## src/rtl/axi4_rd_master.sv

```systemverilog
// axi4_rd_master: AXI4 read master with an FDMA-style user handshake.
// A transfer (start address + beat count) is split into INCR bursts of at most 256 beats,
// one outstanding burst at a time; R beats stream to the user with back-pressure.
// Optional build macro AXI_RD_4K_SPLIT_EN: additionally cut bursts at 4KB page boundaries.
module axi4_rd_master #(
    parameter int unsigned M_AXI_ID_WIDTH   = 1,
    parameter int unsigned M_AXI_ID         = 0,
    parameter int unsigned M_AXI_ADDR_WIDTH = 32,
    parameter int unsigned M_AXI_DATA_WIDTH = 512
) (
    input  logic                        M_AXI_ACLK,
    input  logic                        M_AXI_ARESETN,
    // User side
    input  logic                        fdma_rareq,
    input  logic [M_AXI_ADDR_WIDTH-1:0] fdma_raddr,
    input  logic [15:0]                 fdma_rlen,
    output logic                        fdma_rbusy,
    output logic [M_AXI_DATA_WIDTH-1:0] fdma_rdata,
    output logic                        fdma_rvalid,
    input  logic                        fdma_rready,
    output logic                        fdma_rend,
    output logic [15:0]                 fdma_rcnt,
    // AXI read address channel
    output logic [M_AXI_ID_WIDTH-1:0]   M_AXI_ARID,
    output logic [M_AXI_ADDR_WIDTH-1:0] M_AXI_ARADDR,
    output logic [7:0]                  M_AXI_ARLEN,
    output logic [2:0]                  M_AXI_ARSIZE,
    output logic [1:0]                  M_AXI_ARBURST,
    output logic                        M_AXI_ARLOCK,
    output logic [3:0]                  M_AXI_ARCACHE,
    output logic [2:0]                  M_AXI_ARPROT,
    output logic [3:0]                  M_AXI_ARQOS,
    output logic                        M_AXI_ARVALID,
    input  logic                        M_AXI_ARREADY,
    // AXI read data channel
    input  logic [M_AXI_ID_WIDTH-1:0]   M_AXI_RID,
    input  logic [M_AXI_DATA_WIDTH-1:0] M_AXI_RDATA,
    input  logic [1:0]                  M_AXI_RRESP,
    input  logic                        M_AXI_RLAST,
    input  logic                        M_AXI_RVALID,
    output logic                        M_AXI_RREADY
);

    localparam int unsigned AXI_BYTES = M_AXI_DATA_WIDTH / 8;
    localparam int unsigned AXI_SHIFT = $clog2(AXI_BYTES);

    typedef enum logic [1:0] {StIdle, StAr, StData} state_e;

    state_e                        state_q, state_d;
    logic [M_AXI_ADDR_WIDTH-1:0]   addr_q, addr_d;
    logic [15:0]                   left_q, left_d;
    logic [7:0]                    arlen_q, arlen_d;
    logic [7:0]                    bcnt_q, bcnt_d;
    logic [15:0]                   rcnt_q, rcnt_d;
    logic [16:0]                   beats_nxt;
    logic [31:0]                   burst_bytes;
    logic                          beat;
`ifdef AXI_RD_4K_SPLIT_EN
    logic [16:0]                   page_beats;
`endif

    // Burst control fields are not used for control; RLAST/RRESP/RID are ignored.
    logic unused_r;
    assign unused_r = ^{M_AXI_RID, M_AXI_RRESP, M_AXI_RLAST};

    assign M_AXI_ARID    = M_AXI_ID_WIDTH'(M_AXI_ID);
    assign M_AXI_ARADDR  = addr_q;
    assign M_AXI_ARLEN   = arlen_q;
    assign M_AXI_ARSIZE  = 3'(AXI_SHIFT);
    assign M_AXI_ARBURST = 2'b01;
    assign M_AXI_ARLOCK  = 1'b0;
    assign M_AXI_ARCACHE = 4'b0010;
    assign M_AXI_ARPROT  = 3'b000;
    assign M_AXI_ARQOS   = 4'b0000;
    assign M_AXI_ARVALID = (state_q == StAr);
    assign M_AXI_RREADY  = (state_q == StData) & fdma_rready;

    assign fdma_rbusy  = (state_q != StIdle);
    assign fdma_rdata  = M_AXI_RDATA;
    assign fdma_rvalid = (state_q == StData) & M_AXI_RVALID;
    assign beat        = fdma_rvalid & fdma_rready;
    assign fdma_rend   = beat & (left_q == 16'd1);
    assign fdma_rcnt   = rcnt_q;

    // Bytes covered by the burst just completed; 32-bit product, wraps with the address.
    assign burst_bytes = (32'(arlen_q) + 32'd1) << AXI_SHIFT;

    // Transfer sequencing: accept request, issue AR, count beats, loop or finish.
    always_comb begin
        state_d = state_q;
        addr_d  = addr_q;
        left_d  = left_q;
        bcnt_d  = bcnt_q;
        rcnt_d  = rcnt_q;
        unique case (state_q)
            StIdle: begin
                if (fdma_rareq && (fdma_rlen != 16'd0)) begin
                    addr_d  = fdma_raddr;
                    left_d  = fdma_rlen;
                    rcnt_d  = 16'd0;
                    state_d = StAr;
                end
            end
            StAr: begin
                if (M_AXI_ARREADY) begin
                    bcnt_d  = 8'd0;
                    state_d = StData;
                end
            end
            StData: begin
                if (beat) begin
                    rcnt_d = rcnt_q + 16'd1;
                    left_d = left_q - 16'd1;
                    bcnt_d = bcnt_q + 8'd1;
                    if (bcnt_q == arlen_q) begin
                        if (left_d != 16'd0) begin
                            addr_d  = addr_q + M_AXI_ADDR_WIDTH'(burst_bytes);
                            state_d = StAr;
                        end else begin
                            state_d = StIdle;
                        end
                    end
                end
            end
            default: state_d = StIdle;
        endcase
    end

    // Size of the next burst, latched into ARLEN on every entry to the AR state.
    always_comb begin
        beats_nxt = {1'b0, left_d};
        if (beats_nxt > 17'd256) begin
            beats_nxt = 17'd256;
        end
`ifdef AXI_RD_4K_SPLIT_EN
        page_beats = 17'((13'h1000 - {1'b0, addr_d[11:0]}) >> AXI_SHIFT);
        if (beats_nxt > page_beats) begin
            beats_nxt = page_beats;
        end
`endif
        arlen_d = arlen_q;
        if ((state_d == StAr) && (state_q != StAr)) begin
            arlen_d = 8'(beats_nxt - 17'd1);
        end
    end

    // State and datapath registers.
    always_ff @(posedge M_AXI_ACLK or negedge M_AXI_ARESETN) begin
        if (!M_AXI_ARESETN) begin
            state_q <= StIdle;
            addr_q  <= '0;
            left_q  <= '0;
            arlen_q <= '0;
            bcnt_q  <= '0;
            rcnt_q  <= '0;
        end else begin
            state_q <= state_d;
            addr_q  <= addr_d;
            left_q  <= left_d;
            arlen_q <= arlen_d;
            bcnt_q  <= bcnt_d;
            rcnt_q  <= rcnt_d;
        end
    end

endmodule

```

## config.mk

```make
export PLATFORM = sky130hd
export DESIGN_NAME = axi4_rd_master
export DESIGN_NICKNAME = d
export VERILOG_FILES = /design/src/rtl/axi4_rd_master.sv
export SDC_FILE = /design/constraint.sdc
export NUM_CORES = 1
export LEC_CHECK = 0
export ABC_AREA = 1
export CORE_AREA = 4 4 451 453
export CTS_CLUSTER_DIAMETER = 200
export CTS_CLUSTER_SIZE = 40
export DETAILED_ROUTE_END_ITERATION = 7
export DIE_AREA = 0 0 455 457
export GPL_TIMING_DRIVEN = 0
export PLACE_DENSITY = 0.3
export SETUP_SLACK_MARGIN = 0.02
export SKIP_CTS_REPAIR_TIMING = 1
export SLEW_MARGIN = 20
export SYNTH_ARGS = -nofsm -noshare
export SYNTH_HDL_FRONTEND = slang
export SYNTH_SLANG_ARGS = --single-unit
```

## constraint.sdc

```tcl
create_clock -name M_AXI_ACLK -period 3.56 [get_ports M_AXI_ACLK]
set_clock_uncertainty 0.2 [all_clocks]
set_input_delay 0.712 -clock M_AXI_ACLK [delete_from_list [all_inputs] [get_ports M_AXI_ACLK]]
set_output_delay 0.712 -clock M_AXI_ACLK [all_outputs]
set_load 0.01 [all_outputs]
```

==> metrics, run 1 <==
H-tree Lvls 3; Crit Path Max Fanout 10; Gate Count Post-Synth 1345; Total GRT Usage 8.93%; floorplan row count 164; yosys warns 0; flops & latches, synth 82; via count 10800; WL per Instance 21.1 um; final setup TNS 0 ps; I/O pin total 1161; max_cap viols 0; first-pass GRT wire length 120000 um; Placeable Area 199000 um2; Routability Congestion 0.853; HP Class in -> async; chip width 455 um; via/cell ratio 2.32; vias in the first global route 10900; Worst Tran Pin Value 984 ps; die area 208000 um2; Place WS -787 ps; TritonRoute pass-1 iters 5; port bufs 626; layout cells sized above 1 31.0%; setup violators final 0; Post-Place Cells 4644; Layout area overhead 105%; fin crit share 98.1%; drt first-iter violations 477; Fmax achieved 286 MHz; largest net degree at the start of global routing 47; Critical Path RT 3690 ps; # DRC 0; Static Leak 8.05 nW; initial core utilization 4.84%; Syn Std Cell Area 9650 um2; CP Capture Type register; crit path from fdma_rlen[6]; maximum VDD drop 0.235 mV; Final Cell Area 19800 um2; initial antenna violation count 62; die extent in y 457 um; Pwr Density 436 nW/um2; CTS buffer count 9; Final nets 2589; Hold Slack 43.0 ps; critical path class in -> reg; RSZ-0062 raised after global routing yes; WP data arrival 3620 ps; Final WS setup 68.8 ps; final design utilization 9.95%; dpl cell area 19300 um2; startpoint types primary input; hpwl dp 91700 um; number of enable flip-flop cells after synthesis 0; Routed WL 98700 um; Antenna Nets Post-Route 0; top_reg_cell synth dfrtp_1; Non-Filler Instances 4671; status finished clean; multi-input logic area 3360 um2; sequential cell area 2050 um2; Congestion Overflow GR 0; Async SR Flop Fraction 100%; min Tclk post-route 3490 ps; Power Total 8.65 mW; CTS root buf clkbuf_16; Distinct cells, synth 49; Max Buffers Root-to-Sink 2; Crit Reg-Reg Startpoint M_AXI_ARLEN[0]; final hold violations 0; relative slew slack 34.4%; register area share after synthesis 21.3%; CTS tree yes; CTS clk-pin slew, worst paths 80 ps; # clock sinks 82; # fillers 23100; worst skew pair latency 390 ps; mean post-synth cell area 7.18 um2; pins over their slew limit 0
## metal layers
layer / wire length, um / vias up / track usage (%)
met2: 51100 / 636 / 16.4
met3: 10800 / 97 / 3.86
li1: - / 5038 / -
met1: 35800 / 5004 / 9.53
met4: 786 / 42 / 1.37
met5: 249 / - / 0
## worst max-delay path, cell delays in order
cell	delay (ps)
clkdlybuf4s50_1	530
nor2_1	150
nand2_1	70
nor2_2	160
nand2_2	130
clkbuf_4	230
nand4_1	100
nand3_1	90
nor2_1	200
nand3_1	160
nor2_4	190
nand2_2	120
inv_2	90
nand2_1	80
ha_2	220
nand2_1	80
xor2_1	190
nand2_1	70
nand2_1	60
## cells in the mapped netlist, types with 8 or more instances
master | count | area share (%)
a21oi_1 | 35 | 1.8
a31oi_1 | 11 | 0.71
buf_4 | 531 | 41
clkbuf_1 | 11 | 0.43
dfrtp_1 | 82 | 21
ha_1 | 16 | 2.1
inv_1 | 87 | 3.4
nand2_1 | 225 | 8.7
nand2_2 | 8 | 0.52
nand3_1 | 56 | 2.9
nand4_1 | 19 | 1.2
nor2_1 | 102 | 4.0
nor2_2 | 8 | 0.52
nor3_1 | 14 | 0.73
o21ai_0 | 39 | 2.0
xnor2_1 | 16 | 1.5
xor2_1 | 17 | 1.5
## power by group
group          leakage (nW)  internal [mW]  total (mW)  switching (mW)
clock network         0.128          0.478       0.974           0.495
logic                  6.90           2.51        5.89            3.38
registers              1.02           1.28        1.78           0.504
## cells in the final DEF (no fill, tap or decap), types with 6 or more instances in the layout
| cell type | n |
|---|---|
| a31oi_1 | 11 |
| nand3_1 | 56 |
| inv_2 | 6 |
| buf_4 | 534 |
| clkbuf_16 | 9 |
| xor2_1 | 16 |
| nand2_2 | 8 |
| o211ai_1 | 7 |
| nor2_4 | 7 |
| nor2_1 | 96 |
| inv_1 | 86 |
| diode_2 | 8 |
| nand4_1 | 19 |
| nor2_2 | 10 |
| dfrtp_1 | 80 |
| nand2_1 | 221 |
| a21oi_1 | 34 |
| nor3_1 | 11 |
| conb_1 | 18 |
| o21ai_0 | 36 |
| xnor2_1 | 16 |
| clkbuf_1 | 6 |
| clkdlybuf4s50_1 | 623 |
| ha_1 | 14 |
## cell type report
cell class | count | area share, %
inverters | 93 | 1.77
diodes | 8 | 0.101
clock buffers | 9 | 1.14
multi-input cells | 634 | 16.9
plain buffers | 552 | 20.8
flip-flops and latches | 82 | 10.4
clock inverters | 7 | 0.271
well taps | 2656 | 16.8
repair buffers | 630 | 31.9
## cells by family after synthesis
kind of cell             synth area share, %
buffers and inverters                   46.1
AND/OR/NAND/NOR                         20.4
other                                 0.0778
XOR/XNOR                                2.99
flip-flops                              21.3
adder cells (fa/ha/maj)                 2.28
AO/OA/AOI/OAI                           6.90
## registers in the layout, indices dropped and copies added (netlist names)
register / cells
M_AXI_ARADDR: 32
fdma_rcnt: 16
left_q: 16
M_AXI_ARLEN: 8
bcnt_q: 8
state_q: 2
## final timing paths
path                       depth (start not counted)  slack [ps]               end
setup / recovery                                  19          70    M_AXI_ARLEN[4]
hold / removal                                     1          40      fdma_rcnt[7]
setup reg to reg                                  18         130  M_AXI_ARADDR[29]
hold reg to reg                                    1         260     fdma_rcnt[15]
max in group asynchronous                          2        2430    M_AXI_ARLEN[1]
min in group M_AXI_ACLK                            1         260     fdma_rcnt[15]
Power figures use the tool's default switching activity.
==> run 2: changes to the inputs <==
--- a/config.mk
+++ b/config.mk
@@ -6,6 +6,7 @@
 export NUM_CORES = 1
 export LEC_CHECK = 0
 export ABC_AREA = 1
+export CAP_MARGIN = 20
 export CORE_AREA = 4 4 451 453
 export CTS_CLUSTER_DIAMETER = 200
 export CTS_CLUSTER_SIZE = 40
==> constraint.sdc (replaced) <==
create_clock -name M_AXI_ACLK -period 3.3 [get_ports M_AXI_ACLK]
set_clock_uncertainty 0.2 [all_clocks]
set_input_delay 0.66 -clock M_AXI_ACLK [delete_from_list [all_inputs] [get_ports M_AXI_ACLK]]
set_output_delay 0.66 -clock M_AXI_ACLK [all_outputs]
set_load 0.01 [all_outputs]
==> run 2 against run 1 <==
  * The flow now finishes with violations (negative hold slack)
  * Via count increased by 0.89%
  * Wire length increased by 0.23%
  * Total power increased by 14%
  * Non-clock buffer count increased by 18
  * Sequential share of layout area decreased by 0.20 points
  * Worst hold slack got worse by 53 ps
  * Global-route usage unchanged
  * Clock power increased by 8%
  * Combinational power increased by 16%
  * First-iteration DRC count unchanged
  * Utilization increased by 0.21 points
  * Critical path depth decreased by 1
  * Critical path type is now reg -> reg
  * Largest cell class unchanged
  * Highest routed layer unchanged
==> metrics, run 2 (synthesis results as in run 1) <==
failing checks negative hold slack; Antenna Nets Post-Route 0 (unchanged); RSZ-0062 raised after global routing yes (unchanged); layout cells sized above 1 33.7% (was 31.0%); critical path class reg -> reg (was in -> reg); status finished, violations left (was finished clean); max FFs per register 32 (unchanged); slowest cell on the critical path dfrtp_2 (was clkdlybuf4s50_1); initial antenna violation count 62 (unchanged); relative slew slack 34.6% (was 34.4%); setup violators final 0 (unchanged); pins over their slew limit 0 (unchanged); CTS buffer count 9 (unchanged); Final Cell Area 20200 um2 (was 19800 um2); Final WS setup 105 ps (was 68.8 ps); chip width 455 um (unchanged); crit-path cells inv_2 > nor3_4 > nand3_2 > nor2_1 > nand2_1 > xor2_1 > ha_1 > nand2_2 > inv_1 > nand3_1 > nor2_2 > nor2_4 > nor2_4 > nand2_1 > or3_4 > xor2_1 > nor2_1 > o22ai_1 (was clkdlybuf4s50_1 > nor2_1 > nand2_1 > nor2_2 > nand2_2 > clkbuf_4 > nand4_1 > nand3_1 > nor2_1 > nand3_1 > nor2_4 > nand2_2 > inv_2 > nand2_1 > ha_2 > nand2_1 > xor2_1 > nand2_1 > nand2_1); Static Leak 8.27 nW (was 8.05 nW); final hold violations 12 (was 0); Congestion Overflow GR 0 (unchanged); WL per Instance 21.1 um (about the same); max_cap viols 0 (unchanged); Routability Congestion 0.853 (unchanged); HP Class in -> async (unchanged); fin crit share 96.8%; die extent in y 457 um (unchanged); Final nets 2607 (was 2589); drt first-iter violations 477 (unchanged); TritonRoute pass-1 iters 5 (unchanged); # DRC 0 (unchanged); Place WS -995 ps (was -787 ps); Worst Tran Pin Value 982 ps (was 984 ps); vias in the first global route 10900 (unchanged); startpoint types register (was primary input); Critical Path RT 3360 ps (was 3690 ps); final setup TNS 0 ps (unchanged); min Tclk post-route 3190 ps; Pwr Density 485 nW/um2 (was 436 nW/um2); port bufs 626 (unchanged); most common cell after layout, fill and taps aside clkdlybuf4s50_1 (unchanged); Hold Slack -10.3 ps (was 43.0 ps); Placeable Area 199000 um2 (unchanged); largest net degree at the start of global routing 47 (unchanged); Fmax achieved 313 MHz; CP max stage delay 420 ps (was 530 ps); maximum VDD drop 0.259 mV (was 0.235 mV); Routed WL 99000 um (was 98700 um); I/O pin total 1161 (unchanged); # clock sinks 82 (unchanged); floorplan row count 164 (unchanged); die area 208000 um2 (unchanged); CTS root buf clkbuf_16 (unchanged); WP data arrival 3260 ps (was 3620 ps); CTS clk-pin slew, worst paths 80 ps (about the same); Max Buffers Root-to-Sink 2 (unchanged); most frequent cells in the layout 616 x clkdlybuf4s50_1, 553 x buf_4, 214 x nand2_1 (was 623 x clkdlybuf4s50_1, 534 x buf_4, 221 x nand2_1); via count 10900 (was 10800); hpwl dp 91700 um (unchanged); CP Capture Type register (unchanged); H-tree Lvls 3 (unchanged); dpl cell area 19300 um2 (unchanged); initial core utilization 4.84% (unchanged); via/cell ratio 2.33 (was 2.32); Layout area overhead 110% (was 105%); Crit Path Max Fanout 5 (was 10); # fillers 23100 (about the same); CTS tree yes (unchanged); first-pass GRT wire length 120000 um (unchanged); Total GRT Usage 8.93% (unchanged); worst skew pair latency 390 ps (about the same)
[run 2: per-layer routing]
layer / global-route usage (%) / vias to the layer above / wire [um]
li1: - / 5067 / -
met1: 9.53 / 5073 / 35700
met2: 16.4 / 628 / 51200
met3: 3.86 / 103 / 10900
met4: 1.37 / 42 / 859
met5: 0 / - / 249
[run 2: through the flow]
step                hold slack, ps  cells  utilization (%)  total power, mW
global placement               257   4643             9.69             8.43
finish                       -10.3   4689             10.2             9.82
floorplan                      164   1361                -             5.15
CTS                          -27.4   4660             9.84             9.51
detailed placement             262   4644             9.70             8.38
global route                  5.08   4683             10.2             10.7
[run 2: cell type report]
type	instances	area [um2]	share of cell area, %
antenna	8	20.0	0.0989
tap	2656	3320	16.4
clock inverter	7	53.8	0.266
sequential	82	2060	10.2
clock buffer	9	225	1.11
buffer	552	4140	20.4
inverter	93	359	1.77
timing repair buffer	648	6480	32.0
multi-input combinational	634	3580	17.7
[run 2: worst max-delay path: cells and delay by family (launching register included)]
kind,cells,cell delay (ps)
AOI/OAI and AO/OA,1,90
and+or+nand+nor,12,1550
DFF,1,420
buffers and inverters,2,130
xor gates and xnor gates,2,300
adders and majority gates,1,370
[run 2: where the power goes]
part	leakage, nW	internal [mW]	switching, mW
Sequential	1.02	1.38	0.551
Combinational	7.12	2.99	3.84
Clock	0.128	0.516	0.535
[run 2: worst paths after layout]
| kind | start | to | slack (ps) | cells past startpoint |
|---|---|---|---|---|
| max in group asynchronous | M_AXI_ARESETN | M_AXI_ARLEN[2] | 2220 | 2 |
| worst max-delay path | M_AXI_ARLEN[1] | M_AXI_ARADDR[29] | 110 | 18 |
| min in group M_AXI_ACLK | fdma_rcnt[15] | fdma_rcnt[15] | 260 | 1 |
| worst max register to register | M_AXI_ARLEN[1] | M_AXI_ARADDR[29] | 110 | 18 |
| worst min-delay path | M_AXI_ARESETN | fdma_rcnt[7] | -10 | 1 |
| worst min register to register | fdma_rcnt[15] | fdma_rcnt[15] | 260 | 1 |
